### src/rtl/bw_io_ddr_clk_seq_xn.sv
// Staggered ramp-up/ramp-down of DDR differential clock pad enables, plus the
// per-pair boundary-scan chain. Optional macro: BW_IO_DDR_CLK_STAGGER_EN.
module bw_io_ddr_clk_seq_xn #(
  parameter int NPAIR = 4,
  parameter int STG_W = 4
) (
  input  logic                 rclk,
  input  logic                 rst_l,
  input  logic                 dram_io_clk_enable,
  input  logic [STG_W-1:0]     stagger_cyc,
  input  logic [NPAIR-1:0]     pair_mask,
  input  logic                 hiz_n,
  input  logic                 mode_ctrl,
  input  logic                 clock_dr,
  input  logic                 shift_dr,
  input  logic                 update_dr,
  input  logic                 bsi,
  input  logic [NPAIR-1:0]     ck_pad_p,
  input  logic [NPAIR-1:0]     ck_pad_n,
  output logic [NPAIR-1:0]     ck_en,
  output logic [NPAIR-1:0]     ck_oe,
  output logic [2*NPAIR-1:0]   ck_bs_drv,
  output logic                 seq_busy,
  output logic                 seq_done,
  output logic                 bso
);

  localparam int PTR_W = (NPAIR > 1) ? $clog2(NPAIR) : 1;
  localparam logic [PTR_W-1:0] LAST = PTR_W'(NPAIR - 1);

  typedef enum logic [1:0] {IDLE, UP, ON, DOWN} state_t;

  state_t             state, state_n;
  logic [PTR_W-1:0]   ptr, ptr_n;
  logic [STG_W-1:0]   cnt, cnt_n;
  logic [NPAIR-1:0]   ck_en_n;
  logic               en_q;
  logic [2*NPAIR-1:0] bs_sh, bs_cap;

  // NOTE: every signal assigned here gets a default first, so no path can infer a latch.
  always_comb begin
    state_n = state;
    ptr_n   = ptr;
    cnt_n   = cnt;
    ck_en_n = ck_en;
    unique case (state)
      IDLE: if (en_q) begin
        state_n = UP;
        ptr_n   = '0;
        cnt_n   = stagger_cyc;
      end
      ON: if (!en_q) begin
        state_n = DOWN;
        ptr_n   = LAST;
        cnt_n   = stagger_cyc;
      end
`ifdef BW_IO_DDR_CLK_STAGGER_EN
      // ptr is the next pair to enable; a reversal starts from the last one enabled.
      UP: begin
        if (!en_q) begin
          if (ptr == '0) state_n = IDLE;
          else begin
            state_n = DOWN;
            ptr_n   = ptr - 1'b1;
            cnt_n   = stagger_cyc;
          end
        end else if (cnt != '0) begin
          cnt_n = cnt - 1'b1;
        end else begin
          ck_en_n[ptr] = ~pair_mask[ptr];
          cnt_n        = stagger_cyc;
          if (ptr == LAST) state_n = ON;
          else             ptr_n   = ptr + 1'b1;
        end
      end
      // ptr is the next pair to disable; pairs 0..ptr are still on.
      DOWN: begin
        if (en_q) begin
          if (ptr == LAST) state_n = ON;
          else begin
            state_n = UP;
            ptr_n   = ptr + 1'b1;
            cnt_n   = stagger_cyc;
          end
        end else if (cnt != '0) begin
          cnt_n = cnt - 1'b1;
        end else begin
          ck_en_n[ptr] = 1'b0;
          cnt_n        = stagger_cyc;
          if (ptr == '0) state_n = IDLE;
          else           ptr_n   = ptr - 1'b1;
        end
      end
`else
      // Unstaggered: the whole ramp happens in a single slot.
      UP: begin
        state_n = en_q ? ON : IDLE;
        if (en_q) ck_en_n = ~pair_mask;
      end
      DOWN: begin
        state_n = en_q ? ON : IDLE;
        if (!en_q) ck_en_n = '0;
      end
`endif
      default: state_n = IDLE;
    endcase
  end

  // NOTE: sequential state uses non-blocking assignments so all flops update together.
  always_ff @(posedge rclk) begin
    if (!rst_l) begin
      state    <= IDLE;
      ptr      <= '0;
      cnt      <= '0;
      en_q     <= 1'b0;
      ck_en    <= '0;
      ck_oe    <= '0;
      seq_busy <= 1'b0;
      seq_done <= 1'b0;
    end else begin
      state    <= state_n;
      ptr      <= ptr_n;
      cnt      <= cnt_n;
      en_q     <= dram_io_clk_enable;
      ck_en    <= ck_en_n;
      ck_oe    <= {NPAIR{hiz_n}} & ({NPAIR{mode_ctrl}} | ck_en_n);
      seq_busy <= (state_n == UP) || (state_n == DOWN);
      seq_done <= (state_n == ON);
    end
  end

  // Chain bit 2i is p[i], bit 2i+1 is n[i]; bsi enters at bit 0.
  always_comb begin
    bs_cap = '0;
    for (int i = 0; i < NPAIR; i++) begin
      bs_cap[2*i]   = ck_pad_p[i];
      bs_cap[2*i+1] = ck_pad_n[i];
    end
  end

  always_ff @(posedge rclk) begin
    if (!rst_l) begin
      bs_sh     <= '0;
      ck_bs_drv <= '0;
    end else if (update_dr) begin
      ck_bs_drv <= bs_sh;
    end else if (clock_dr) begin
      if (shift_dr) bs_sh <= {bs_sh[2*NPAIR-2:0], bsi};
      else          bs_sh <= bs_cap;
    end
  end

  assign bso = bs_sh[2*NPAIR-1];

endmodule

### config.mk
export PLATFORM = sky130hd
export DESIGN_NAME = bw_io_ddr_clk_seq_xn
export DESIGN_NICKNAME = d
export VERILOG_FILES = /design/src/rtl/bw_io_ddr_clk_seq_xn.sv
export SDC_FILE = /design/constraint.sdc
export NUM_CORES = 1
export LEC_CHECK = 0
export ABC_CLOCK_PERIOD_IN_PS = 2100
export CELL_PAD_IN_SITES_DETAIL_PLACEMENT = 0
export CELL_PAD_IN_SITES_GLOBAL_PLACEMENT = 1
export CORE_MARGIN = 5
export CORE_UTILIZATION = 37
export CTS_BUF_LIST = sky130_fd_sc_hd__clkbuf_2
export DETAILED_ROUTE_END_ITERATION = 7
export GPL_TIMING_DRIVEN = 1
export PLACE_DENSITY = 0.9
export SLEW_MARGIN = 20
export SYNTH_ARGS = -nofsm -noshare
export SYNTH_HDL_FRONTEND = slang
export SYNTH_SLANG_ARGS = --single-unit
### constraint.sdc
create_clock -name rclk -period 2.1 [get_ports rclk]
set_input_delay 0.42 -clock rclk [delete_from_list [all_inputs] [get_ports rclk]]
set_output_delay 0.42 -clock rclk [all_outputs]
set_load 0.1 [all_outputs]
==> results of run 1 <==
==> per-layer routing <==
layer | GRT usage (%) | wire [um] | vias to the layer above
li1 | - | - | 457
met1 | 13.6 | 1120 | 426
met2 | 21.2 | 1160 | 34
met3 | 6.91 | 243 | 5
met4 | 5.32 | 29 | 0
met5 | 0 | 0 | -
==> metrics by stage <==
step                      utilization (%)  hold slack [ns]  cells  total power [uW]
after global placement               50.9            0.487    187               871
after detailed placement             50.9            0.501    187               876
after CTS                            52.0            0.529    194              1130
final                                52.0            0.525    194              1110
after global routing                 52.0            0.557    194              1180
after floorplan                         -            0.470    109               799
==> power by group <==
part	leakage (uW)	switching, uW	internal (uW)
combinational	0.000501	167	97.3
clock	0.0000265	171	77.7
sequential	0.000237	19.9	577
==> cell families after synthesis <==
group / Yosys count / synth area share [%]
simple gates: 35 / 16.4
flops: 29 / 48.2
compound gates: 19 / 16.1
mux: 16 / 13.3
buf+inv: 9 / 5.20
xor+xnor: 1 / 0.728
==> placed cells by master (no fill, tap or decap), drive strengths merged <==
cell / count
xnor2: 1
a21bo: 1
dfxtp: 29
a21oi: 4
a221oi: 4
nor2: 4
buf: 22
and2: 2
o211a: 9
clkbuf: 6
and2b: 1
nand2: 9
mux2i: 16
clkdlybuf4s50: 20
clkinv: 1
inv: 1
nor2b: 13
nor3b: 6
o21a: 1
==> final cells by class <==
type	instances	share of cell area, %
Tap cell	44	3.44
Sequential cell	29	36.3
Timing Repair Buffer	42	22.8
Clock inverter	1	0.235
Inverter	1	0.235
Multi-Input combinational cell	71	35.1
Clock buffer	6	1.88
==> worst paths after layout <==
path | slack [ns] | to | from
setup / recovery | 0.62 | ck_en[0] | ck_en[0]
hold / removal | 0.53 | state[0] | state[0]
setup reg to reg | 0.84 | ck_oe[3] | state[1]
hold reg to reg | 0.53 | state[0] | state[0]
==> registers in the layout, indices dropped and copies added (netlist names) <==
name,cells
ck_oe,4
ck_bs_drv,8
seq_busy,1
seq_done,1
ck_en,4
bs_sh,8
state,2
en_q,1
==> impl.org, run 1 <==
** Placed design
- At the end of routability-driven placement, the weighted congestion stood at 0.748.
- Post-detail-place hpwl :: 1.88 mm
- The count of buffers added on input and output ports is 39.
- Minimum setup slack after placement :: 0.340 ns
- In this run the cell area measured after placement is 1570 sq um.

** Critical path
- Startpoint class of the critical path :: flop
- Max Fanout on Critical Path :: 3
- The worst register-to-register path has a depth of 3.
- The critical path in this run is classified as flop to primary output.
- Largest delay contributor family on the critical path :: flip-flops
- Together, buffers and inverters on the worst path number 1.
- At the worst endpoint, the arrival time is 1.06 ns.
- CP max stage cell :: dfxtp_1
- For this run, the slowest stage of the critical path takes 0.41 ns.
- STA classifies the critical path endpoint as a primary output.
- Data required, critical path :: 1.68 ns
- Logic depth of the worst path, buffers included :: 1
- The critical path goes through buf_4.

** Global routing
- Sum of overflow across all layers after global routing :: 0
- Global Route Usage Sum :: 12.9%
- Number of global-route vias before repair :: 1025
- The number of antenna violations at the first check in global routing is 0.
- Wire length of the first global-routing pass :: 4.28 mm
- Entering global routing, the biggest net connects 20 pins.

** Synthesis
- By instance count, the leading cell after synthesis is dfxtp_1.
- The top cell type by area accounts for 48.2% of the synthesized area.
- Combined area of all synthesized cells :: 1200 sq um
- Share of synthesized registers carrying an async set or reset :: 0%
- The biggest area contributor in the post-synthesis netlist is dfxtp_1.
- Average cell area after synthesis :: 11.0 sq um
- When the netlist entered floorplanning its net count stood at 134.
- Synthesis handed over a netlist of 109 instances.
- Count of warnings emitted by yosys :: 0
- Yosys cell types :: 21
- After synthesis, flip-flops and latches occupy 48.2% of the total area.
- Prevailing post-synth register cell :: dfxtp_1
- In the post-synthesis netlist, the biggest area contributors are dfxtp_1 48%, mux2i_1 13%, o211a_1 7.5%.
- Top post-synthesis cells by count :: 29 x dfxtp_1, 16 x mux2i_1, 13 x nor2b_1, 9 x nand2_1, 9 x o211a_1
- Post-synthesis register bit count :: 29
- The synthesized design contains 0 enable-type register cells.

** Detailed routing
- Dividing the detail-routed via count by the number of cells gives 4.75.
- After detailed routing, the total wire length is 2.55 mm.
- Length of the first detailed-routing pass in iterations :: 4
- In the routed design, unresolved DRC markers number 0.
- Via count of the routed design :: 922
- DRT iter0 DRCs :: 48
- In the final routed layout, each cell accounts on average for 13.2 um.
- Post-DRT Antenna Nets :: 0

** Die
- The die is 67.0 um tall.
- Cell row count :: 20
- Pin placement for this block handled 44 I/O pins.
- Initial core utilization :: 39.1%
- DIE WIDTH :: 67.0 um
- In this run the standard cell core region covers 3080 sq um.
- Die area :: 4490 sq um

** Pwr
- The analysis attributes to cell leakage a power of 0.000765 uW.
- VDD sags by at most 363 uV.
- Cell area power density :: 694 nW/um^2

** Clocking
- Number of H-tree levels :: 2
- Number of buffers inserted to repair setup after CTS :: 0
- No sink is reached through more buffers than the 2 on the longest clock path.
- TritonCTS Sinks :: 29
- TritonCTS built the clock tree.
- In this run, post-CTS repair resized a total of 0 instances.
- Clock latency on the worst-skew pair, taken at its later pin, is 0.34 ns.
- Clock-pin slew on the worst setup and hold paths :: 0.13 ns
- CTS placed an instance of clkbuf_2 at the clock tree root.
- Clock buffer count from CTS :: 5
- Number of buffers added to fix hold violations after cts :: 0

** STA
- Worst setup slack after layout :: 0.618 ns
- Setup violations remaining at the end of the flow were counted as 0.
- Adding up every negative setup slack in the final design gives 0 ns.
- The total count of hold-check failures in the final report is 0.
- Headroom to the max-slew limit :: 67.4%
- At the pin with the least slew margin, the transition time is 0.487 ns.
- The final critical path takes up 70.6% of the cycle.
- Min cycle time layout :: 1.48 ns
- Unrepaired setup endpoints after global routing :: no
- Between clock sinks in the finished design, the worst skew comes to 0.00561 ns.
- Timing would allow up to 0.675 GHz.
- The number of slew-limit violations in the final report was 0.

** Cells and area
- Fillcell total :: 292
- Relative to the synthesized area, the layout overhead comes to 32.8%.
- Net total in the final layout :: 175
- Summing all flip-flop and latch instances after layout gives 581 sq um.
- After routing the design area is 1600 sq um.
- Antenna fix cells :: 0
- The post-route netlist has 23.3% of its cells at a drive strength greater than 1.
- The multi-input combinational cells in the finished layout cover a total of 561 sq um.

** Job
- The tool flagged a number of max-cap violations equal to 0.

** Run status
- The flow ran to the end, and the final reports show no timing, DRC or antenna violations.

** Worst hold path
- The path class of the tightest hold or removal check is flop to flop.
- Along the worst hold path, the cell count comes to 1.
(Power assumes the default switching activity.)
==> run 2: changes to the inputs <==
ABC_CLOCK_PERIOD_IN_PS = 1400   (was 2100)
CORE_UTILIZATION = 34   (was 37)
PLACE_DENSITY = 0.83   (was 0.9)
clock period = 1.4 ns   (was 2.1 ns; I/O delays follow)
==> run 2 against run 1 <==
  * Sequential share of layout area down 5.4 points
  * Utilization up 3.9 points
  * Power up 59%
  * Clock power up 54%
  * Wire length up 6.6%
  * Count of clock-buffer cells in the layout unchanged
  * Critical endpoint is now ck_oe[1]
  * Clock skew up 0.0046 ns
  * Cell count up 3.6%
  * Global-route usage down 0.20 points
==> impl.org, run 2 (same netlist as run 1, synthesis figures left out) <==
** Run status
- Run status :: finished clean (unchanged)

** Critical path
- The required time at the endpoint of the critical path was 1.63 ns (was 1.68 ns).
- CP max stage cell :: dfxtp_1 (unchanged)
- CP Buf/Inv Count :: 0 (was 1)
- Critical Path AT :: 1.53 ns (was 1.06 ns)
- Delay contributed by the slowest stage of the critical path :: 0.46 ns (was 0.41 ns)
- Kind of capture point of the worst setup path :: flop (was primary output)
- The maximum fanout count along the critical path was 12 (was 3).
- The critical path launch point type is a flop (unchanged).
- Largest delay contributor family on the critical path :: compound AO/OA/AOI/OAI gates (was flip-flops)
- The type of the worst setup path is flop to flop (was flop to primary output).
- Cells along the critical path :: a21bo_4 > a221oi_2 > a21oi_1 (was buf_4)

** Detailed routing
- Length of the first detailed-routing pass in iterations :: 5 (was 4)
- Via/cell ratio :: 4.68 (was 4.75)
- Routed length per instance :: 13.5 um (was 13.2 um)
- Post-DRT Antenna Nets :: 0 (unchanged)
- DR DRC count :: 0 (unchanged)
- The total routed wirelength came to 2.72 mm (was 2.55 mm).
- DRT iter0 DRCs :: 35 (was 48)
- The number of vias after detailed routing was 940 (was 922).

** STA
- Sum of negative setup slack :: 0 ns (unchanged)
- The worst-margin pin slew was 0.414 ns (was 0.487 ns).
- Dividing the final minimum period by the clock period gives 92.6%.
- Final hold violations :: 0 (unchanged)
- The number of slew-limit violations in the final report is 0 (unchanged).
- The smallest clock period supported by the final layout is computed as 1.30 ns.
- Worst setup slack after layout :: 0.103 ns (was 0.618 ns)
- The worst clock skew on the final layout was 0.0102 ns (was 0.00561 ns).
- Final number of setup-violating endpoints :: 0 (unchanged)
- Hold Slack :: 0.524 ns (was 0.525 ns)
- Maximum achievable frequency :: 0.771 GHz
- Unrepaired setup endpoints after global routing :: no (unchanged)
- Headroom to the max-slew limit :: 72.4% (was 67.4%)

** Clocking
- Clk Latency, worst-skew pair :: 0.34 ns (about the same)
- Resized Gates After CTS :: 0 (unchanged)
- Clock buffer count from CTS :: 5 (unchanged)
- Clock tree root buffer cell :: clkbuf_2 (unchanged)
- The buffers inserted during post-CTS setup optimization is 0 (unchanged).
- The number of clock sinks seen by CTS is 29 (unchanged).
- The number of H-tree levels was 2 (unchanged).
- Clock-pin slew on the worst setup and hold paths :: 0.14 ns (was 0.13 ns)
- The cts-stage hold buffer count came to 0 (unchanged).
- Maximum buffer depth of the clock tree :: 2 (unchanged)
- The clock tree from TritonCTS was done (unchanged).

** Placed design
- The half-perimeter wire length after placement came to 2.04 mm (was 1.88 mm).
- The worst slack after detailed placement came to -0.0129 ns (was 0.340 ns).
- Last weighted congestion value of the routability-driven placer :: 0.758 (was 0.748)
- The count of input and output buffers came to 39 (unchanged).
- The count of placed standard cells including taps is 194 (was 187).

** Cells and area
- The layout overhead on the synthesized area came to 57.4% (was 32.8%).
- Final cell count without fillers :: 201 (was 194)
- Most frequent standard cell in the layout excluding fill and tap cells :: dfxtp_1 (unchanged)
- The proportion of layout cells with a drive suffix above 1 came to 28.4% (was 23.3%).
- Leading registers by flop count: bs_sh x8, ck_bs_drv x8 (unchanged).
- Antenna fix cells :: 0 (unchanged)
- Commonest cells after routing, fill and taps aside: 25 x dfxtp_1, 20 x clkdlybuf4s50_1, 20 x buf_12 (was 29 x dfxtp_1, 22 x buf_4, 20 x clkdlybuf4s50_1).
- Net total in the final layout :: 180 (was 175)

** Pwr
- The total power after layout was 1760 uW (was 1110 uW).
- The power density normalized to cell area is 930 nW/um^2 (was 694 nW/um^2).
- Static leakage :: 0.000852 uW (was 0.000765 uW)
- Max rail drop VDD :: 465 uV (was 363 uV)

** Global routing
- Maximum number of pins on one net before global-route repair :: 27 (was 20)
- Initial antenna violation count :: 0 (unchanged)
- Number of global-route vias before repair :: 1017 (was 1025)
- The overall fraction of global-route tracks in use was 12.7% (was 12.9%).
- The first-pass GRT wire length was 4.84 mm (was 4.28 mm).
- Sum of overflow across all layers after global routing :: 0 (unchanged)

** Die
- Initial core utilization :: 35.5% (was 39.1%)
- Core area :: 3390 sq um (was 3080 sq um)
- The die height is 69.5 um (was 67.0 um).
- The width of the die is 69.5 um (was 67.0 um).
- Number of ports placed on the die boundary :: 44 (unchanged)
- Cell row count :: 21 (was 20)
- Die area :: 4830 sq um (was 4490 sq um)

** Job
- Number of maximum-capacitance violations :: 0 (unchanged)

** Worst hold path
- The class of the tightest hold or removal check is primary input to flop (was flop to flop).
-- run 2: cell types whose count changed in the layout (fill, tap and decap cells not counted) --
cell     previous run  this run
buf_12              0        20
buf_4              22         7
dfxtp_1            29        25
dfxtp_2             0         4
-- run 2: worst paths after layout --
check,from,slack [ns],to,depth (start not counted)
worst min-delay path,dram_io_clk_enable,0.52,en_q,2
worst min register to register,state[0],0.54,seq_busy,1
worst max register to register,state[1],0.10,ck_oe[1],3
worst max-delay path,state[1],0.10,ck_oe[1],3
-- run 2: layout make-up --
type / instances / area (sq um)
fillers: 287 / 1500
clock buffers: 6 / 30.0
repair buffers: 47 / 653
well taps: 46 / 57.6
inverters: 1 / 3.75
flip-flops and latches: 29 / 586
clock inverters: 1 / 3.75
multi-input cells: 71 / 561
-- run 2: per-stage QoR --
step / utilization (%) / instance area (sq um)
floorplan: - / 1210
global placement: 54.9 / 1860
detailed placement: 54.9 / 1860
CTS: 55.9 / 1890
global route: 55.9 / 1890
finish: 55.9 / 1890
-- run 2: metal layers --
metal,part of all wire [%],vias to the layer above,GRT usage (%)
li1,-,470,-
met2,48,39,19.6
met4,1.4,0,5.86
met1,42,427,14.0
met3,8.9,4,7.39
met5,0,-,0
-- run 2: where the power goes --
| part | switching, uW | internal (uW) |
|---|---|---|
| combinational | 255 | 215 |
| sequential | 41.7 | 867 |
| clock | 266 | 117 |
| total | 563 | 1200 |
-- run 2: worst reg2reg max path, cell delays in order (launching register included) --
cell and delay (ns):
dfxtp_1 0.46, a21bo_4 0.29, a221oi_2 0.32, a21oi_1 0.12
==> run 3: changes to the inputs <==
SLEW_MARGIN = default   (was 20)
==> results of run 3 <==
Final layout, timing and power as in run 2 (identical DEF).
